<file path="config.mk">
export PLATFORM = sky130hd
export DESIGN_NAME = module_bin_to_bcd
export DESIGN_NICKNAME = d
export VERILOG_FILES = /design/src/rtl/module_bcd_pkg.sv /design/src/rtl/module_bcd_add3.sv /design/src/rtl/module_bin_to_bcd.sv
export SDC_FILE = /design/constraint.sdc
export NUM_CORES = 1
export LEC_CHECK = 0
export ABC_AREA = 1
export BUFFER_PORTS_ARGS = -buffer_cell sky130_fd_sc_hd__buf_4
export CAP_MARGIN = 0
export CORE_MARGIN = 3
export CORE_UTILIZATION = 57
export DETAILED_ROUTE_END_ITERATION = 8
export GPL_ROUTABILITY_DRIVEN = 1
export PLACE_DENSITY_LB_ADDON = 0.05
export SYNTH_ARGS = -nofsm -noshare
export SYNTH_HDL_FRONTEND = slang
export SYNTH_SLANG_ARGS = --single-unit
</file>
<file path="constraint.sdc">
create_clock -name clk -period 1.6 [get_ports clk]
set_clock_uncertainty 0.05 [all_clocks]
set_input_delay 0.16 -clock clk [delete_from_list [all_inputs] [get_ports clk]]
set_output_delay 0.16 -clock clk [all_outputs]
set_load 0.03 [all_outputs]
</file>
<file path="src/rtl/module_bcd_pkg.sv">
// ============================================================================
// Module      : module_bcd_pkg
// Description : Shared types and constants for the binary-to-BCD converter.
// Revision    : 1.0 - initial release
// ============================================================================
`default_nettype none

package module_bcd_pkg;

  typedef enum logic {
    IDLE  = 1'b0,
    SHIFT = 1'b1
  } bcd_state_t;

  localparam int BCD_DIGIT_W     = 4;
  localparam int BCD_ADD3_THRESH = 5;

  // Used at elaboration to confirm DIGITS decimal places can hold 2^WIDTH-1.
  function automatic longint unsigned pow10(input int n);
    longint unsigned r;
    r = 64'd1;
    for (int i = 0; i < n; i++) begin
      r = r * 64'd10;
    end
    return r;
  endfunction

endpackage

`default_nettype wire

</file>
<file path="src/rtl/module_bcd_add3.sv">
// ============================================================================
// Module      : module_bcd_add3
// Description : Double-dabble correction cell: adds 3 to a digit that is >= 5.
// Revision    : 1.0 - initial release
// ============================================================================
`default_nettype none

module module_bcd_add3
  import module_bcd_pkg::*;
(
  input  logic [BCD_DIGIT_W-1:0] digit_in,
  output logic [BCD_DIGIT_W-1:0] digit_out
);

  // 4-bit wrap is harmless: a legal digit (<= 9) plus 3 never exceeds 12.
  assign digit_out = (digit_in >= BCD_DIGIT_W'(BCD_ADD3_THRESH))
                   ? digit_in + BCD_DIGIT_W'(3)
                   : digit_in;

endmodule

`default_nettype wire

</file>
<file path="src/rtl/module_bin_to_bcd.sv">
// ============================================================================
// Module      : module_bin_to_bcd
// Description : Sequential shift-and-add-3 binary-to-BCD converter, one bit
//               per clock, with start/ready/done handshake.
// Revision    : 1.0 - initial release
// ============================================================================
`default_nettype none

module module_bin_to_bcd
  import module_bcd_pkg::*;
#(
  parameter int WIDTH  = 12,
  parameter int DIGITS = 4
) (
  input  logic                          clk,
  input  logic                          rst_n,
  input  logic                          start,
  input  logic [WIDTH-1:0]              bin,
  output logic                          ready,
  output logic                          done,
  output logic [BCD_DIGIT_W*DIGITS-1:0] bcd
);

  localparam int BCD_W = BCD_DIGIT_W * DIGITS;
  localparam int CNT_W = (WIDTH > 1) ? $clog2(WIDTH) : 1;
  localparam logic [CNT_W-1:0] CNT_LOAD = CNT_W'(WIDTH - 1);

  generate
    if (pow10(DIGITS) <= ((64'd1 << WIDTH) - 64'd1)) begin : g_digits_check
      $error("module_bin_to_bcd: DIGITS too small for WIDTH");
    end
  endgenerate

  bcd_state_t         state_q, state_d;
  logic [CNT_W-1:0]   cnt_q, cnt_d;
  logic [WIDTH-1:0]   bin_sr_q, bin_sr_d;
  logic [BCD_W-1:0]   work_q, work_d;
  logic [BCD_W-1:0]   bcd_q, bcd_d;
  logic               done_q, done_d;
  logic               ready_q, ready_d;

  logic [BCD_W-1:0]       w_corr;
  logic [BCD_W+WIDTH-1:0] w_cat;
  logic [BCD_W-1:0]       w_work_next;
  logic [WIDTH-1:0]       w_bin_next;

  generate
    for (genvar i = 0; i < DIGITS; i++) begin : g_add3
      module_bcd_add3 u_add3 (
        .digit_in  (work_q[i*BCD_DIGIT_W +: BCD_DIGIT_W]),
        .digit_out (w_corr[i*BCD_DIGIT_W +: BCD_DIGIT_W])
      );
    end
  endgenerate

  // Binary MSB shifts into digit 0 bit 0 after correction.
  assign w_cat       = {w_corr, bin_sr_q} << 1;
  assign w_work_next = w_cat[BCD_W+WIDTH-1:WIDTH];
  assign w_bin_next  = w_cat[WIDTH-1:0];

  always_comb begin
    state_d  = state_q;
    cnt_d    = cnt_q;
    bin_sr_d = bin_sr_q;
    work_d   = work_q;
    bcd_d    = bcd_q;
    done_d   = 1'b0;
    ready_d  = ready_q;
    case (state_q)
      IDLE: begin
        if (start) begin
          bin_sr_d = bin;
          work_d   = '0;
          cnt_d    = CNT_LOAD;
          state_d  = SHIFT;
          ready_d  = 1'b0;
        end
      end
      SHIFT: begin
        work_d   = w_work_next;
        bin_sr_d = w_bin_next;
        cnt_d    = cnt_q - CNT_W'(1);
        if (cnt_q == '0) begin
          cnt_d   = '0;
          bcd_d   = w_work_next;
          done_d  = 1'b1;
          ready_d = 1'b1;
          state_d = IDLE;
        end
      end
      default: begin
        state_d = IDLE;
        ready_d = 1'b1;
      end
    endcase
  end

  always_ff @(posedge clk or negedge rst_n) begin
    if (!rst_n) begin
      state_q  <= IDLE;
      cnt_q    <= '0;
      bin_sr_q <= '0;
      work_q   <= '0;
      bcd_q    <= '0;
      done_q   <= 1'b0;
      ready_q  <= 1'b1;
    end else begin
      state_q  <= state_d;
      cnt_q    <= cnt_d;
      bin_sr_q <= bin_sr_d;
      work_q   <= work_d;
      bcd_q    <= bcd_d;
      done_q   <= done_d;
      ready_q  <= ready_d;
    end
  end

  assign ready = ready_q;
  assign done  = done_q;
  assign bcd   = bcd_q;

endmodule

`default_nettype wire

</file>
Word-level counts from Yosys, hierarchy flattened --
Index checks and enable logic that the tools add are counted.
Storage, ports and cells: input bits 15, flip-flop bits (word level) 51
Cells by class: bitwise operators 1, $add $sub $neg 5, equal/unequal tests 2, reduce and logical (&&, ||, !) cells 3, $lt $le $gt $ge 4, mux-type cells 19
Operator list (count):
- case mux 16 bit (2 select lines) | 1
- case mux 12 bit (2 select lines) | 1
- two-way mux 4 bit | 5
- greater-or-equal comparator 4 x 3 -> 1 bit (second input constant) | 4
- two-way mux 16 bit | 1
- adder 4 x 2 -> 4 bit (second input constant) | 3
- two-way mux 12 bit | 1
- case mux 4 bit (2 select lines) | 1
- two-way mux 1 bit | 6
- logical NOT 4 bit | 1
- case mux 1 bit (2 select lines) | 2
- AND reduction 2 bit | 2
- subtractor 4 x 1 -> 4 bit (second input constant) | 1
- adder 3 x 2 -> 3 bit (second input constant) | 1
- two-way mux 3 bit | 1
- inequality test 2 x 1 -> 1 bit (second input constant) | 1
- inequality test 2 bit (second input constant) | 1
- inverter 1 bit | 1

Logic depth before layout (Yosys ltp) --
word-level depth 3, depth in mapped cells 9, mapped depth without buffers 9

Modules after synthesis --
A second synthesis with hierarchy kept.
Unflattened totals: cell total of the unflattened synthesis 297, area total of the unflattened synthesis 2621.3 sq um
Modules (own cells, without submodules):
- module_bin_to_bcd | area an instance 2080.7 sq um, instances 1, sequential area each 1277.5 sq um, cells an instance 205
- module_bcd_add3 | area an instance 135.1 sq um, instances 4, sequential area each 0.0 sq um, cells an instance 23

Least setup slack after synthesis --
No wires, ideal clock.
kind register to register, start point register work_q[4], end point register bcd_q[5], in the netlist bcd[5], slack 0.366 ns, required time 1.433 ns, cell stages (with the launch flop) 9, library setup time 0.117 ns, data arrival time 1.066 ns, path buffers 0, cell sequence dfrtp_1 inv_1 ha_1 inv_1 nand2_1 nand3_1 nand2_1 nand3_1 nand2_1
Between the ends: longest elaborated chain between the ends 2, elaborated cells between the ends (all ways) 3
Ends and longest elaborated chain:
- start: declaration | line module_bin_to_bcd.sv:37 | logic [BCD_W-1:0] work_q, work_d;
- start signal: assignment | line module_bin_to_bcd.sv:111 | work_q <= work_d;
- adder 4 x 2 -> 4 bit or greater-or-equal comparator 4 x 3 -> 1 bit (tied branches) | line module_bcd_add3.sv:17, module_bcd_add3.sv:16
- two-way mux 4 bit (*) | line module_bcd_add3.sv:17 | ? digit_in + BCD_DIGIT_W'(3)
- end signal: assignment | line module_bin_to_bcd.sv:104 | bcd_q <= '0;
- end signal: assignment | line module_bin_to_bcd.sv:112 | bcd_q <= bcd_d;
- end: declaration | line module_bin_to_bcd.sv:38 | logic [BCD_W-1:0] bcd_q, bcd_d;
Every way passes the cells marked *; elsewhere a longest branch is shown, timed or not. A chain may end at the register's enable or synchronous reset.

Worst setup path in the final report --
start point register work_q[8], end point register work_q[9]
Between the ends: longest elaborated chain between the ends 3, elaborated cells between the ends (all ways) 4
Ends and longest elaborated chain:
- adder 4 x 2 -> 4 bit or greater-or-equal comparator 4 x 3 -> 1 bit (tied branches) | line module_bcd_add3.sv:17, module_bcd_add3.sv:16
- two-way mux 4 bit (*) | line module_bcd_add3.sv:17
- case mux 16 bit (2 select lines) (*) | line module_bin_to_bcd.sv:69 | case (state_q)
Marked as above.

==> run_results.csv <==
group,metric,value,unit
status,run_status,"completed",
critical_path,crit_start,"work_q[8]",
finish,layoutNonFillerInstCount,375,
logic_synthesis,xor_xnor_portion_of_the_synthesized_cell_area,0.357,%
sta,finalSetupViolCount,0,
placed_design,portBuffers,32,
route,wl_per_cell,13.0,um
grt,track_usage,21.7,%
sta,final.setup.tns,0,ns
sta,max_freq,702,MHz
grt,grt_first_pass_wirelength,8.81,mm
critical_path,slowest_stage_delay_cp,0.42,ns
pwr,vdd_drop_max,0.881,mV
grt,grt_overflow,0,
critical_path,critical_path_data_required_time,1.76,ns
logic_synthesis,synth_mux_area_share,0,%
sta,final_max_slew_viol_count,0,
logic_synthesis,yosys.area_share.adder,4.08,%
sta,max-slew-margin-rel,59.1,%
worst_hold_path,timing.hold.worst.class,"in2reg",
logic_synthesis,synth.top_cell.area_share,51.0,%
critical_path,critical_path_arrival,1.58,ns
route,drt_wl_total,4.89,mm
placed_design,dpl_cell_area,0.00275,sq mm
die,number_of_ports_placed_on_the_die_boundary,33,
grt,number_of_global_route_vias_before_repair,1959,
logic_synthesis,total_of_warnings_raised_by_yosys,0,
grt,largest_net_degree_at_the_start_of_global_routing,52,
critical_path,startpoint_type,"flip-flop",
pwr,power.static_leakage,1.52,nW
clock_network,cts.repair_timing.setup_buffer_count,0,
sta,timing.final.crit_period,1.42,ns
worst_hold_path,worstHoldStart,"bin[3]",
route,detail_route.drc_violations,0,
job,maxCapViolations,0,
die,die_height,71.6,um
clock_network,post_cts_resize_count,0,
logic_synthesis,yosys.area.top_type,"sky130_fd_sc_hd__dfrtp_1",
die,row_count,23,
logic_synthesis,synth_cell_types,27,
sta,layout_worst_path_cycle_share,89.1,%
critical_path,timing.critical_path.cells,"inv_1 -> ha_1 -> inv_1 -> nand2_1 -> nand3_1 -> nand2_1 -> nand3_1 -> nand2_1",
logic_synthesis,mapped_cell_area,0.00245,sq mm
route,detailroute.via_count,1965,
route,vias_per_cell,5.24,
logic_synthesis,synth_top_family_by_area,"simple AND/OR/NAND/NOR gates",
logic_synthesis,synth-compound-area-share,8.47,%
pwr,power_density,2080,mW/mm^2
clock_network,clk_path_buf_depth,2,
logic_synthesis,synth_simple_gate_area_share,27.7,%
clock_network,clock_tree_from_tritoncts,"built",
finish,post-route-cell-area,0.00288,sq mm
placed_design,place_inst,365,
clock_network,cts-hold-fix-buffers,2,
critical_path,setup.worst_path.class,"reg2reg",
pwr,post-layout-total-power,5.99,mW
sta,grt_setup_unrepaired,"no",
critical_path,worst_setup_path_end_kind,"flip-flop",
die,die-area,0.00513,sq mm
clock_network,cts_root_buf,"sky130_fd_sc_hd__clkbuf_8",
placed_design,dpl.hpwl,3.37,mm
logic_synthesis,synth.ff_latch_count,51,
clock_network,cts-buffers-inserted,5,
finish,final_layout_size_suffix_gt1_share,16.3,%
clock_network,worst_skew_pair.late_latency,0.31,ns
clock_network,clk_pin_slew,0.09,ns
finish,finalNetCount,347,
route,drt-initial-drc-count,90,
critical_path,master_of_the_slowest_instance_on_the_critical_path,"sky130_fd_sc_hd__dfrtp_1",
critical_path,critPathMostFrequentCell,"sky130_fd_sc_hd__nand2_1",
route,drt_pre_antenna_iters,4,
critical_path,worst-path-buf-inv,2,
critical_path,worst_r2r_startpoint,"work_q[8]",
grt,antenna_found_initial,0,
die,chipWidth,71.6,um
sta,worst_slack,0.175,ns
placed_design,pre_cts_ws,0.194,ns
logic_synthesis,synthesis.nets,309,
sta,timing_hold_violations_final,0,
logic_synthesis,avg_inst_size_synth,8.57,sq um
logic_synthesis,synth.area.top_cells,"sky130_fd_sc_hd__dfrtp_1 (51%), sky130_fd_sc_hd__nand2_1 (16%), sky130_fd_sc_hd__nand3_1 (6.9%)",
critical_path,critical_path_fanout_max,5,
die,start_util,60.0,%
die,design.core.area,0.00409,sq mm
sta,worst_hold_slack_after_final_layout,0.0159,ns
clock_network,tritoncts_num_sinks,51,
finish,signed_area_change_from_the_synthesized_netlist_to_the_final_layout,17.3,%
logic_synthesis,synth_sequential_area_ratio,52.1,%
finish,utilization,70.4,%
clock_network,htreeDepth,2,
critical_path,cp_top_family,"simple AND/OR/NAND/NOR gates",
sta,worst_slew_pin_slew,0.613,ns
placed_design,gp_routability_congestion,0.865,
route,final_antenna_net_count,0,
logic_synthesis,count_of_mapped_cells_out_of_synthesis,286,
finish,num_antenna_cells,0,
==> cell usage after synthesis <==
cell and instances:
sky130_fd_sc_hd__nand2_1 105, sky130_fd_sc_hd__dfrtp_1 50, sky130_fd_sc_hd__nand3_1 34, sky130_fd_sc_hd__inv_1 30, sky130_fd_sc_hd__o21ai_0 17, sky130_fd_sc_hd__ha_1 8, sky130_fd_sc_hd__o221ai_1 7, sky130_fd_sc_hd__nand4_1 6
sky130_fd_sc_hd__buf_2 5, sky130_fd_sc_hd__o21bai_1 3, sky130_fd_sc_hd__a21oi_1 2, sky130_fd_sc_hd__nand2_2 2, sky130_fd_sc_hd__nor2_4 2, sky130_fd_sc_hd__o211ai_1 2, sky130_fd_sc_hd__a22oi_1 1, sky130_fd_sc_hd__buf_6 1
sky130_fd_sc_hd__buf_8 1, sky130_fd_sc_hd__clkbuf_1 1, sky130_fd_sc_hd__dfstp_2 1, sky130_fd_sc_hd__inv_2 1, sky130_fd_sc_hd__inv_6 1, sky130_fd_sc_hd__nand2_4 1, sky130_fd_sc_hd__nor2_1 1, sky130_fd_sc_hd__nor2_2 1
sky130_fd_sc_hd__nor2_8 1, sky130_fd_sc_hd__o22ai_1 1, sky130_fd_sc_hd__xor2_1 1
==> final cells by class <==
type / instances / area [sq um]
Multi-Input combinational cell: 195 / 995
Sequential cell: 51 / 1280
Fill cell: 338 / 1210
Tap cell: 50 / 62.6
Timing Repair Buffer: 39 / 310
Clock buffer: 7 / 76.3
Inverter: 32 / 125
Clock inverter: 1 / 30.0
==> sequential cells by signal (all words and copies together) (netlist names) <==
| register | count |
|---|---|
| ready | 1 |
| done | 1 |
| bcd | 16 |
| cnt_q | 4 |
| bin_sr_q | 12 |
| work_q | 16 |
| state_q | 1 |
==> cell usage in the layout, fill, tap and decap left out <==
cell type	instances
sky130_fd_sc_hd__a21oi_1	2
sky130_fd_sc_hd__a22oi_1	1
sky130_fd_sc_hd__buf_12	1
sky130_fd_sc_hd__buf_4	36
sky130_fd_sc_hd__bufinv_16	1
sky130_fd_sc_hd__clkbuf_1	2
sky130_fd_sc_hd__clkbuf_8	5
sky130_fd_sc_hd__dfrtp_1	50
sky130_fd_sc_hd__dfstp_2	1
sky130_fd_sc_hd__dlygate4sd3_1	2
sky130_fd_sc_hd__ha_1	8
sky130_fd_sc_hd__inv_1	30
sky130_fd_sc_hd__inv_2	1
sky130_fd_sc_hd__inv_6	1
sky130_fd_sc_hd__nand2_1	105
sky130_fd_sc_hd__nand2_2	2
sky130_fd_sc_hd__nand2_4	1
sky130_fd_sc_hd__nand3_1	34
sky130_fd_sc_hd__nand4_1	6
sky130_fd_sc_hd__nor2_1	1
sky130_fd_sc_hd__nor2_2	1
sky130_fd_sc_hd__nor2_4	2
sky130_fd_sc_hd__nor2_8	1
sky130_fd_sc_hd__o211ai_1	2
sky130_fd_sc_hd__o21ai_0	17
sky130_fd_sc_hd__o21bai_1	3
sky130_fd_sc_hd__o221ai_1	7
sky130_fd_sc_hd__o22ai_1	1
sky130_fd_sc_hd__xor2_1	1
==> worst paths after layout <==
kind                               end  slack, ns  cells past startpoint
min                        bin_sr_q[3]       0.02                      3
min reg2reg                      ready       0.42                      2
max                          work_q[9]       0.18                      8
min in group asynchronous   work_q[10]       0.36                      2
max reg2reg                  work_q[9]       0.18                      8
max in group asynchronous       bcd[5]       0.71                      2
==> metal layers <==
| metal | share of wire [%] | up-vias | track usage (%) | wire length [um] |
|---|---|---|---|---|
| met5 | 0 | - | 0 | 0 |
| met2 | 48 | 46 | 35.7 | 2370 |
| li1 | - | 1005 | - | - |
| met3 | 4.1 | 6 | 4.49 | 201 |
| met4 | 1.1 | 0 | 6.89 | 56 |
| met1 | 46 | 908 | 28.9 | 2260 |
==> worst reg2reg max path: stages, from the launching register on <==
cell and delay, ns:
sky130_fd_sc_hd__dfrtp_1 0.42, sky130_fd_sc_hd__inv_1 0.10, sky130_fd_sc_hd__ha_1 0.23, sky130_fd_sc_hd__inv_1 0.05, sky130_fd_sc_hd__nand2_1 0.09, sky130_fd_sc_hd__nand3_1 0.17
sky130_fd_sc_hd__nand2_1 0.09, sky130_fd_sc_hd__nand3_1 0.08, sky130_fd_sc_hd__nand2_1 0.05
==> cells by family (layout without fill, tap and decap cells) <==
family,after synthesis,after routing
compound gates,33,33
xor+xnor,1,1
fa+ha+maj,8,8
buf+inv,40,79
flops,51,51
simple gates,153,153
==> where the power goes <==
group | leakage, nW | switching [mW] | total (mW) | internal [mW]
clock network | 0.0524 | 0.398 | 0.866 | 0.468
logic | 0.821 | 1.82 | 2.86 | 1.04
registers | 0.645 | 0.399 | 2.26 | 1.86
total | 1.52 | 2.62 | 5.99 | 3.37
Note: power is estimated with default switching activity, not from simulation.
